### src/rtl/systolic_seq_ctrl.sv
// rtl/systolic_seq_ctrl.sv - job sequencer for an N x N weight-stationary systolic array
module systolic_seq_ctrl #(
  parameter int N        = 3,
  parameter int ROW_W    = 8,
  parameter int TILE_W   = 4,
  parameter int ADDR_W   = 8,
  parameter int PIPE_LAT = 4
) (
  input  logic              clk,
  input  logic              rst,
  input  logic              start,
  input  logic              abort,
  input  logic [ROW_W-1:0]  cfg_rows,
  input  logic [TILE_W-1:0] cfg_tiles,
  input  logic [ADDR_W-1:0] cfg_acc_base,
  input  logic              cfg_clear,
  input  logic              cfg_accum,
  input  logic              cfg_reload,
  input  logic              acc_clear_complete,
  output logic              busy,
  output logic              done,
  output logic              aborted,
  output logic              en_weight_pass,
  output logic [N*N-1:0]    en_capture,
  output logic              systolic_active,
  output logic [7:0]        weight_load_cnt,
  output logic              acc_clear,
  output logic              acc_wr_en,
  output logic [ADDR_W-1:0] acc_wr_addr,
  output logic              acc_wr_accum,
  output logic [TILE_W-1:0] tile_idx
);

  localparam int LOAD_LAST = 3 * N - 2;
  localparam int CNT_W     = $clog2(PIPE_LAT + N + (1 << ROW_W) + 1);
  localparam logic [CNT_W-1:0] WR_FIRST = CNT_W'(PIPE_LAT + N - 1);
  localparam logic [CNT_W-1:0] WR_BIAS  = CNT_W'(PIPE_LAT + N - 2);

  typedef enum logic [2:0] {
    S_IDLE, S_CLEAR, S_LOAD, S_COMPUTE, S_WAIT, S_DONE
  } state_t;

  state_t            state, state_next;
  logic [ROW_W-1:0]  rows_q;
  logic [TILE_W-1:0] tiles_q;
  logic [TILE_W-1:0] tile_q;
  logic              accum_q;
  logic              reload_q;
  logic              aborted_q;
  logic [ADDR_W-1:0] addr_q;
  logic [7:0]        load_cnt_q;
  logic [CNT_W-1:0]  cmp_cnt_q;
  logic [CNT_W-1:0]  wr_last;
  logic              wr_window;
  logic              accept;
  logic              load_enter;
  logic              cmp_enter;
  logic              tile_inc;

  // Row r's result leaves column 0 at cmp_cnt PIPE_LAT+N-1+r.
  assign wr_last   = WR_BIAS + CNT_W'(rows_q);
  assign wr_window = (cmp_cnt_q >= WR_FIRST) && (cmp_cnt_q <= wr_last);

  always_ff @(posedge clk) begin
    if (rst) state <= S_IDLE;
    else     state <= state_next;
  end

  always_comb begin
    state_next      = state;
    accept          = 1'b0;
    load_enter      = 1'b0;
    cmp_enter       = 1'b0;
    tile_inc        = 1'b0;
    busy            = (state != S_IDLE);
    done            = (state == S_DONE);
    en_weight_pass  = (state == S_LOAD);
    systolic_active = (state == S_COMPUTE);
    acc_clear       = (state == S_CLEAR);
    acc_wr_en       = (state == S_COMPUTE) && wr_window;
    en_capture      = '0;
    for (int r = 0; r < N; r++) begin
      for (int c = 0; c < N; c++) begin
        en_capture[r*N+c] = (state == S_LOAD) && (load_cnt_q == 8'(2*r + c + 1));
      end
    end

    if (state != S_IDLE && abort) begin
      state_next = S_IDLE;
    end else begin
      case (state)
        S_IDLE: if (start) begin
          accept = 1'b1;
          if (cfg_rows == '0 || cfg_tiles == '0) begin
            state_next = S_DONE;
          end else if (cfg_clear) begin
            state_next = S_CLEAR;
          end else begin
            state_next = S_LOAD;
            load_enter = 1'b1;
          end
        end
        S_CLEAR: if (acc_clear_complete) begin
          state_next = S_LOAD;
          load_enter = 1'b1;
        end
        S_LOAD: if (load_cnt_q == 8'(LOAD_LAST)) begin
          state_next = S_COMPUTE;
          cmp_enter  = 1'b1;
        end
        S_COMPUTE: if (cmp_cnt_q == wr_last) state_next = S_WAIT;
        S_WAIT: begin
          if (tile_q == tiles_q - TILE_W'(1)) begin
            state_next = S_DONE;
          end else begin
            tile_inc = 1'b1;
            if (reload_q) begin
              state_next = S_LOAD;
              load_enter = 1'b1;
            end else begin
              state_next = S_COMPUTE;
              cmp_enter  = 1'b1;
            end
          end
        end
        S_DONE:  state_next = S_IDLE;
        default: state_next = S_IDLE;
      endcase
    end
  end

  always_ff @(posedge clk) begin
    if (rst) begin
      rows_q     <= '0;
      tiles_q    <= '0;
      tile_q     <= '0;
      accum_q    <= 1'b0;
      reload_q   <= 1'b0;
      aborted_q  <= 1'b0;
      addr_q     <= '0;
      load_cnt_q <= '0;
      cmp_cnt_q  <= '0;
    end else begin
      aborted_q <= abort && (state != S_IDLE);
      if (accept) begin
        rows_q   <= cfg_rows;
        tiles_q  <= cfg_tiles;
        accum_q  <= cfg_accum;
        reload_q <= cfg_reload;
        addr_q   <= cfg_acc_base;
        tile_q   <= '0;
      end
      if (load_enter)
        load_cnt_q <= 8'd1;
      else if (state == S_LOAD && state_next == S_LOAD)
        load_cnt_q <= load_cnt_q + 8'd1;
      else
        load_cnt_q <= '0;
      if (cmp_enter)
        cmp_cnt_q <= '0;
      else if (state == S_COMPUTE)
        cmp_cnt_q <= cmp_cnt_q + CNT_W'(1);
      // Write address keeps running across tiles and wraps naturally.
      if (acc_wr_en) addr_q <= addr_q + ADDR_W'(1);
      if (tile_inc)  tile_q <= tile_q + TILE_W'(1);
    end
  end

  assign aborted         = aborted_q;
  assign weight_load_cnt = load_cnt_q;
  assign acc_wr_addr     = addr_q;
  assign acc_wr_accum    = accum_q;
  assign tile_idx        = tile_q;

endmodule

### config.mk
export PLATFORM = sky130hd
export DESIGN_NAME = systolic_seq_ctrl
export DESIGN_NICKNAME = d
export VERILOG_FILES = /design/src/rtl/systolic_seq_ctrl.sv
export SDC_FILE = /design/constraint.sdc
export NUM_CORES = 1
export LEC_CHECK = 0
export CAP_MARGIN = 25
export CORE_MARGIN = 2
export CORE_UTILIZATION = 50
export DETAILED_ROUTE_END_ITERATION = 7
export PLACE_DENSITY = 0.79
export REMOVE_ABC_BUFFERS = 1
export SYNTH_ARGS = -nofsm -noshare
export SYNTH_HDL_FRONTEND = slang
export SYNTH_SLANG_ARGS = --single-unit
### constraint.sdc
create_clock -name clk -period 3.6 [get_ports clk]
set_clock_uncertainty 0.15 [all_clocks]
set_input_delay 0.36 -clock clk [delete_from_list [all_inputs] [get_ports clk]]
set_output_delay 0.36 -clock clk [all_outputs]
set_load 0.01 [all_outputs]
==> flow_metrics.env <==
export IMPL_coreArea_um2=5540
export IMPL_multi_input_area_um2=1830
export IMPL_period_needed_ns=3.49
export IMPL_yosysMostFrequentCell="nand2_1"
export IMPL_fillers=497
export IMPL_synth_cell_types=56
export IMPL_grt_max_degree=34
export IMPL_vias=2816
export IMPL_post_place_ws_ns=0.395
export IMPL_irDropWorstVdd_uv=207
export IMPL_antennaDiodeCount=0
export IMPL_post_dp_hpwl_mm=5.24
export IMPL_pwr_share_clk_pct=27.3
export IMPL_row_count=27
export IMPL_setup_viol=0
export IMPL_endpoint_kind="output port"
export IMPL_min_path_type="reg -> reg"
export IMPL_routed_via_density=5.77
export IMPL_fin_nets=462
export IMPL_crit_required_ns=3.09
export IMPL_power_density_nw_per_um2=313
export IMPL_hold_viol=0
export IMPL_numClockSinks=47
export IMPL_crit_path_max_fanout=4
export IMPL_sequentialPowerShare_pct=50.9
export IMPL_drv_slew=0
export IMPL_post_cts_setup_buffers=0
export IMPL_die_h_um=80.0
export IMPL_seq_area_frac_synth_pct=32.5
export IMPL_drc_errors=0
export IMPL_drive_above_1_share_pct=6.97
export IMPL_wire_per_inst_um=14.6
export IMPL_place_congestion=0.883
export IMPL_port_buffers=64
export IMPL_cp_start_kind="flip-flop"
export IMPL_wirelength_mm=7.13
export IMPL_start_util_pct=52.2
export IMPL_first_pass_iters=4
export IMPL_register_area_um2=945
export IMPL_grt_overflow=0
export IMPL_synthesis_area_um2=2890
export IMPL_netlist_area_leader_share_pct=32.5
export IMPL_cts_max_level=2
export IMPL_synth_seq_cells=47
export IMPL_cap_violations=0
export IMPL_ys_top_cells_by_count="nand2_1 (49), dfxtp_1 (47), a21oi_1 (23)"
export IMPL_grt_pass1_vias=2614
export IMPL_drt_iter0_markers=240
export IMPL_area_growth_pct=27.3
export IMPL_grt_pass1_wl_mm=11.7
export IMPL_synth_edff_count=0
export IMPL_synth_area_leaders="dfxtp_1 (33%), ha_1 (8.2%), nand2_1 (6.4%)"
export IMPL_die_area_um2=6410
export IMPL_switching_share_pct=30.0
export IMPL_synth_ff_type="dfxtp_1"
export IMPL_placed_cell_area_um2=3590
export IMPL_path_class="reg -> out"
export IMPL_tightest_slew_ns=0.776
export IMPL_cts_buffers=5
export IMPL_critPathArrivalTime_ns=2.98
export IMPL_detail_route_antenna_nets=0
export IMPL_fmax_mhz=286
export IMPL_synthDominantAreaCellType="dfxtp_1"
export IMPL_cts_buffer_depth=2
export IMPL_clk_latency_ns=0.30
export IMPL_cts_tree="done"
export IMPL_comb_power_share_pct=21.8
export IMPL_slew_limit_headroom_pct=48.1
export IMPL_ioPinCount=65
export IMPL_outcome="completed"
export IMPL_grt_antenna_before_repair=0
export IMPL_track_usage_pct=22.9
export IMPL_cts_root_buf="clkbuf_8"
export IMPL_finish_instance_area_um2=3680
export IMPL_syn_mean_instance_area_um2=8.10
export IMPL_ys_warnings_count=0
export IMPL_die_width_um=80.0
export IMPL_p_leak_nw=1.31
export IMPL_power_internal_w=0.000808
export IMPL_p_sw_w=0.000346
export IMPL_synth_async_reset_ratio_pct=0
export IMPL_path_clk_slew_ns=0.09
export IMPL_setup_ws_ns=0.109
export IMPL_period_share_pct=97.0
export IMPL_synthCells=357
==> state kept, by name, indices dropped and copies added (netlist names) <==
signal	flops
tile_idx	4
reload_q	1
acc_wr_accum	1
state	3
weight_load_cnt	8
acc_wr_addr	8
cmp_cnt_q	9
aborted	1
rows_q	8
tiles_q	4
==> area by class of cell <==
| cell class | instances | share of cell area [%] |
|---|---|---|
| Tap cell | 72 | 2.45 |
| Sequential cell | 47 | 25.7 |
| Clock inverter | 2 | 0.340 |
| Multi-Input combinational cell | 279 | 49.7 |
| Clock buffer | 6 | 1.97 |
| Inverter | 12 | 1.22 |
| Timing Repair Buffer | 70 | 18.6 |
==> per-layer routing <==
metal	global-route usage, %	vias to the layer above	share of wire [%]
met2	37.0	76	46
met5	0	-	0
met4	8.31	0	1.9
li1	-	1411	-
met3	5.43	12	5.4
met1	29.6	1317	47
==> through the flow <==
| step | hold slack (ns) | std cells | util, % | total power, W | TNS, ns |
|---|---|---|---|---|---|
| 4_1_cts | 0.310 | 488 | 66.3 | 0.00116 | 0 |
| 3_3_place_gp | 0.294 | 480 | 64.7 | 0.000841 | 0 |
| 6_report | 0.309 | 488 | 66.5 | 0.00115 | 0 |
| 3_5_place_dp | 0.297 | 480 | 64.7 | 0.000848 | 0 |
| 2_1_floorplan | 0.279 | 338 | - | 0.000730 | 0 |
| 5_1_grt | 0.350 | 488 | 66.5 | 0.00121 | -0.0109 |
==> logic make-up (layout without fill, tap and decap cells) <==
group,Yosys count,in the layout,synth area share [%]
AO/OA/AOI/OAI,75,75,18.0
XOR/XNOR,26,26,8.35
multiplexers,1,1,0.389
flip-flops,47,47,32.5
AND/OR/NAND/NOR,158,158,28.0
adder cells (fa/ha/maj),19,19,8.22
buffers and inverters,31,90,4.59
==> power by group through the flow <==
stage               registers [W]  clock network (W)  logic [W]
floorplan                0.000594                  0   0.000135
finish                   0.000587           0.000315   0.000252
CTS                      0.000586           0.000322   0.000252
detailed placement       0.000598                  0   0.000250
global route             0.000594           0.000343   0.000278
global placement         0.000596                  0   0.000245
==> critical path: stages, from the launching register on <==
cell and delay [ns]:
dfxtp_1 0.38, and3_1 0.22, nand3b_1 0.10, xor2_1 0.15
ha_1 0.31, nand3_1 0.15, or2_2 0.34, a311o_1 0.39
nand2_1 0.10, inv_1 0.06, clkdlybuf4s50_1 0.47
==> worst paths after layout <==
| kind | slack, ns | depth (start not counted) | startpoint | to |
|---|---|---|---|---|
| max reg2reg | 0.72 | 10 | rows_q[4] | acc_wr_addr[7] |
| min reg2reg | 0.31 | 2 | reload_q | reload_q |
| min | 0.31 | 2 | reload_q | reload_q |
| max | 0.11 | 10 | rows_q[4] | acc_wr_en |
==> cell usage in the layout (no fill, tap or decap), drive strengths merged, types with 2 or more instances in the layout <==
master          n
o21ai          11
a221oi          2
nand3          22
buf             6
inv            12
xnor2           9
or4             4
and2            3
and3            8
a31oi           7
nand3b          4
and3b           2
a311oi          2
xor2           16
nand2          50
a41oi           4
clkbuf          6
nor2           22
nor3b           8
a21o            2
nor3           15
o31a            2
clkdlybuf4s50  64
nor4            4
a211oi          4
a21oi          23
o311a           2
nand2b          2
a2111oi         2
ha             19
nand4           5
or3             2
o211ai          5
dfxtp          47
or2             3
==> what timing repair did <==
action	CTS	global route
hold buffers	0	0
gates resized for setup	0	6
setup endpoints to repair	0	1
No activity file was read; power rests on OpenSTA's default activity.
